## src/rtl/video_pkg.sv

```systemverilog
// Shared constants and state encoding for the text-mode video path.
package video_pkg;
    localparam int COLS        = 80;
    localparam int GLYPH_W     = 8;
    localparam int ROW_BITS    = 4;
    localparam int CODE_W      = 8;
    localparam int FONT_ADDR_W = 12;

    typedef enum logic {
        IDLE = 1'b0,
        RUN  = 1'b1
    } state_t;
endpackage

```

## src/rtl/glyph_shift_reg.sv

```systemverilog
// Glyph row register: loads one ROM row (optionally inverted) and shifts it out MSB first.
module glyph_shift_reg
    import video_pkg::*;
(
    input  logic               clk,
    input  logic               reset_n,
    input  logic               load,
    input  logic               clear,
    input  logic [GLYPH_W-1:0] data,
    input  logic               inv,
    output logic               pixel
);
    logic [GLYPH_W-1:0] sr;

    // Zero fill means an unloaded register drains to background on its own.
    always_ff @(posedge clk) begin
        if (!reset_n || clear) begin
            sr <= '0;
        end else if (load) begin
            sr <= data ^ {GLYPH_W{inv}};
        end else begin
            sr <= {sr[GLYPH_W-2:0], 1'b0};
        end
    end

    assign pixel = sr[GLYPH_W-1];
endmodule

```

## src/rtl/glyph_serializer.sv

```systemverilog
// Font ROM reader: fetches one glyph row per column and streams it as one pixel per clock.
module glyph_serializer
    import video_pkg::*;
#(
    parameter int COLS = video_pkg::COLS
) (
    input  logic                   clk,
    input  logic                   reset_n,
    input  logic                   line_start,
    input  logic [CODE_W-1:0]      char_code,
    input  logic [ROW_BITS-1:0]    glyph_row,
    input  logic                   cursor_here,
    input  logic                   cursor_on,
    output logic                   char_req,
    output logic [FONT_ADDR_W-1:0] rom_addr,
    input  logic [GLYPH_W-1:0]     rom_dout,
    output logic                   pixel_out,
    output logic                   pixel_valid,
    output state_t                 fsm_state
);
    localparam int COL_W = $clog2(COLS + 1);

    // Handshake: char_req has no ready; the char inputs are taken on every edge where it is
    // high and upstream advances its column afterwards. pixel_valid qualifies pixel_out per cycle.

    state_t           state;
    logic [2:0]       bit_cnt;
    logic [2:0]       pix_cnt;
    logic [COL_W-1:0] fetch_col;
    logic [COL_W-1:0] out_col;
    logic             req_d1;
    logic             req_d2;
    logic             inv_d;
    logic             inv_d2;
    logic             restart;
    logic             load;
    logic             finish;

    // bit_cnt is the fetch phase: zeroed on the sampling edge, so its 7 lands two cycles
    // before the current glyph drains, which hides the address + ROM latency.
    assign restart  = line_start && (state == RUN);
    assign char_req = reset_n && (line_start ||
                      ((state == RUN) && (bit_cnt == 3'd7) && (fetch_col < COL_W'(COLS))));
    assign load     = req_d2 && !restart;
    assign finish   = (state == RUN) && !restart && !load && pixel_valid &&
                      (pix_cnt == 3'd7) && (out_col == COL_W'(COLS));
    assign fsm_state = state;

    always_ff @(posedge clk) begin
        if (!reset_n) begin
            state       <= IDLE;
            bit_cnt     <= '0;
            pix_cnt     <= '0;
            fetch_col   <= '0;
            out_col     <= '0;
            req_d1      <= 1'b0;
            req_d2      <= 1'b0;
            inv_d       <= 1'b0;
            inv_d2      <= 1'b0;
            rom_addr    <= '0;
            pixel_valid <= 1'b0;
        end else begin
            req_d1 <= char_req;
            // A restart discards whatever fetch is still in the ROM pipeline.
            req_d2 <= req_d1 && !restart;
            inv_d2 <= inv_d;
            if (char_req) begin
                rom_addr <= {char_code, glyph_row};
                inv_d    <= cursor_here && cursor_on;
            end

            if (line_start) begin
                state     <= RUN;
                fetch_col <= COL_W'(1);
                bit_cnt   <= '0;
                out_col   <= '0;
            end else if (state == RUN) begin
                bit_cnt <= bit_cnt + 3'd1;
                if (char_req) begin
                    fetch_col <= fetch_col + COL_W'(1);
                end
                if (load && (out_col < COL_W'(COLS))) begin
                    out_col <= out_col + COL_W'(1);
                end
                if (finish) begin
                    state <= IDLE;
                end
            end

            if (load) begin
                pixel_valid <= 1'b1;
                pix_cnt     <= '0;
            end else if (finish) begin
                pixel_valid <= 1'b0;
                pix_cnt     <= '0;
            end else if (pixel_valid) begin
                pix_cnt <= pix_cnt + 3'd1;
            end
        end
    end

    glyph_shift_reg u_shift (
        .clk     (clk),
        .reset_n (reset_n),
        .load    (load),
        .clear   (finish),
        .data    (rom_dout),
        .inv     (inv_d2),
        .pixel   (pixel_out)
    );
endmodule

```

## config.mk

```make
export PLATFORM = sky130hd
export DESIGN_NAME = glyph_serializer
export DESIGN_NICKNAME = d
export VERILOG_FILES = /design/src/rtl/video_pkg.sv /design/src/rtl/glyph_shift_reg.sv /design/src/rtl/glyph_serializer.sv
export SDC_FILE = /design/constraint.sdc
export NUM_CORES = 1
export LEC_CHECK = 0
export ABC_AREA = 0
export CAP_MARGIN = 20
export CORE_UTILIZATION = 51
export CTS_CLUSTER_SIZE = 12
export DETAILED_ROUTE_END_ITERATION = 12
export PLACE_DENSITY = 0.82
export REMOVE_ABC_BUFFERS = 1
export SLEW_MARGIN = 20
export SYNTH_ARGS = -nofsm -noshare
export SYNTH_HDL_FRONTEND = slang
export SYNTH_SLANG_ARGS = --single-unit
```

## constraint.sdc

```tcl
create_clock -name clk -period 2 [get_ports clk]
set_clock_uncertainty 0.2 [all_clocks]
set_input_delay 0.4 -clock clk [delete_from_list [all_inputs] [get_ports clk]]
set_output_delay 0.4 -clock clk [all_outputs]
set_load 0.03 [all_outputs]
```

==> impl_metrics.ini <==
[setup_path]
reg2reg_depth = 7
worst-endpoint-arrival_ns = 1.49
worstSetupPathType = register to output port
timing.reg2reg.setup_slack_ns = 0.14
cp-start-kind = register
crit_path_end_kind = output port
crit_path_max_fanout = 2
timing.rr.end = inv_d
timing.critical_path.to = char_req
crit_path_launch = bit_cnt[0]
timing.critical_path.buf_inv = 1
worst_ep_required_time_ns = 1.40
cp_slowest_stage_delay_ns = 0.35
cell_depth_of_the_worst_setup_path = 6
cpMaxStageDelayCell = dfxtp_2
crit_family = flip-flops
crit_chain = ha_4 -> ha_4 -> and2_4 -> a21oi_4 -> nor2b_1 -> buf_4
timing.rr.start = bit_cnt[0]
worst_path_most_repeated_cell = ha_4

[finish]
stdcell_count = 323
antenna-diode-count = 0
layout-drive-gt1-share_pct = 13.8
syn_to_layout_area_delta_pct = 31.8
final_nets = 307

[power_and_ir_drop]
p_int_mw = 1.32
netSwitchingPower_uw = 433
peakVddDrop_uv = 417
power.static_leakage_nw = 1.09
power_switching_share_pct = 24.7
p_clk_share_pct = 30.3
post-layout-total-power_mw = 1.75
power.density_nw_per_um2 = 640
power.combinational.fraction_pct = 14.6
seq_power_share_pct = 55.1

[drt]
num_vias = 1728
route.detailed.vias_per_inst = 5.35
drtIter0Drc = 61
dr.pass1.iters = 4
drtAntennaViolNets = 0
drt-wirelength-per-cell_um = 12.5
routed_wl_um = 4040
detail_route.drc_violations = 0

[synth]
synth.most_common_cell = dfxtp_1
postSynthCellCount = 219
synthFlopType = dfxtp_1
ys_ff_latch = 46
sequential_to_total_area_share_from_yosys_stat_pct = 44.4
synth_top_area_cell = dfxtp_1
number_of_enable_flip_flop_cells_after_synthesis = 0
ys_top_cells_by_area = dfxtp_1 (44%), mux2i_1 (9.2%), nand2_1 (5.8%)
synthesis.area_per_instance_um2 = 9.48
synth.yosys.warnings = 0
portion_of_synthesized_cell_area_occupied_by_the_leading_cell_type_pct = 44.4
netlist-cell-type-count = 43
synth_async_sr_flop_share_pct = 0
synth_commonest_cells = dfxtp_1 (46), nand2_1 (32), mux2i_1 (19)
synth.cell_area_um2 = 2080

[place]
placed_instances = 313
gpl.final_weighted_congestion = 0.793
numPortBuffers = 40
dp_hpwl_um = 2950
pre_cts_ws_ns = -0.0753

[cts]
clk_pin_slew_worst_paths_ns = 0.08
clockBufferDepth = 2
clk-insertion-delay-late_ns = 0.30
hold_buffers = 0
tritoncts = built
cts_sinks = 46
clock_tree.root_cell = clkbuf_8
tritoncts.num_buffers = 5
clock_h_tree_levels = 2

[sta]
setup_tns_ns = -0.0883
max_freq_ghz = 0.479
grt_setup_unrepaired = true
relSlewSlack_pct = 71.6
final-hold-violation-count = 0
worst-slew-pin-transition_ns = 0.425
finalSetupViolations = 1
fin_hold_ws_ns = 0.256
post-route-period-util_pct = 104
postLayoutSetupSlackWorst_ns = -0.0883
post-route-min-period_ns = 2.09
final_max_slew_viol_count = 0

[min_path]
hold_class = register to register

[die]
design.die.area_um2 = 4330
die_w_um = 65.8
dieHeight_um = 65.8
row_cnt = 22
design.core.area_um2 = 3770
io-pin-count = 41
start_util_pct = 55.0

[global_routing]
globalRouteTotalUtil_pct = 20.9
globalRouteOverflowTotal = 0
grt_antenna_before_repair = 0
grt_pass1_vias = 1668
grt_max_degree = 27
first_pass_grt_wire_length_um = 6980

[run_status]
outcome = complete, but fails checks
failed_checks = negative setup slack

[job]
max_cap_viol_count = 0
-- tightest hold or removal path, delay by kind of cell (launching register included) --
kind | cells | cell delay, ns
AOI/OAI and AO/OA | 1 | 0.07
buffers and inverters | 1 | 0.04
DFF | 1 | 0.30
-- per-stage QoR --
step,area (um2),util (%)
floorplan,2010,-
global placement,2600,68.8
detailed placement,2600,68.8
CTS,2730,72.5
global route,2740,72.6
finish,2740,72.6
-- layout by cell type, fill, tap and decap left out, types with 3 or more instances in the layout --
| master | synthesis | routed |
|---|---|---|
| mux2i_1 | 19 | 19 |
| or4_1 | 4 | 4 |
| and3_1 | 3 | 3 |
| o21ai_0 | 5 | 5 |
| nand3_1 | 7 | 7 |
| o22ai_1 | 7 | 7 |
| clkbuf_8 | 1 | 5 |
| buf_4 | 2 | 19 |
| clkdlybuf4s50_1 | 0 | 37 |
| xnor2_1 | 10 | 10 |
| inv_1 | 10 | 10 |
| nand2b_1 | 5 | 5 |
| nor2b_1 | 3 | 3 |
| dfxtp_1 | 46 | 44 |
| nor2_1 | 9 | 9 |
| ha_1 | 7 | 5 |
| o31ai_1 | 5 | 5 |
| a21oi_1 | 8 | 8 |
| nand2_1 | 32 | 32 |
-- power groups by stage --
stage	clock, mW	combinational, mW	sequential, mW
after global placement	0	0.248	0.985
after detailed placement	0	0.253	0.985
after floorplan	0	0.0788	1.02
final	0.530	0.256	0.965
after CTS	0.539	0.258	0.965
after global routing	0.581	0.276	0.969
-- what timing repair did --
item | in CTS | in global routing
gates resized for setup | 9 | 1
pin swaps | 2 | 1
buffers inserted | 3 | 0
setup endpoints to repair | 2 | 2
-- cell type report --
type / instances / area (um2)
fill: 291 / 1030
multi-input combinational: 152 / 1080
sequential: 46 / 923
timing repair buffer: 59 / 554
clock buffer: 5 / 68.8
inverter: 11 / 41.3
clock inverter: 2 / 10.0
tap: 48 / 60.1
-- logic make-up (layout without fill, tap and decap cells) --
logic type | after synthesis | after routing | share of synthesized area (%)
AND/OR/NAND/NOR | 78 | 78 | 19.7
flip-flops | 46 | 46 | 44.4
AO/OA/AOI/OAI | 37 | 37 | 12.5
buffers and inverters | 21 | 77 | 5.36
multiplexers | 20 | 20 | 9.70
XOR/XNOR | 10 | 10 | 4.22
adder cells (fa/ha/maj) | 7 | 7 | 4.22
-- registers in the layout (all words and copies together) (netlist names) --
| signal | count |
|---|---|
| bit_cnt | 3 |
| fetch_col | 7 |
| fsm_state | 1 |
| inv_d | 1 |
| inv_d2 | 1 |
| out_col | 7 |
| pix_cnt | 3 |
| pixel_valid | 1 |
| req_d1 | 1 |
| req_d2 | 1 |
| rom_addr | 12 |
| u_shift.sr | 8 |
-- how the worst min path moves through the flow --
stage,to,depth (start not counted),from,slack [ns]
floorplan,inv_d2,1,inv_d,0.22
global placement,req_d2,1,req_d1,0.23
detailed placement,req_d2,1,req_d1,0.24
CTS,u_shift.sr[4],2,u_shift.sr[3],0.26
global route,u_shift.sr[4],2,u_shift.sr[3],0.26
finish,u_shift.sr[4],2,u_shift.sr[3],0.26
-- layer usage --
metal	global-route usage, %	up-vias	part of all wire, %
li1	-	876	-
met1	23.1	800	45
met2	37.0	46	48
met3	7.07	6	5.8
met4	7.07	0	1.3
met5	0	-	0
(Power assumes the default switching activity.)
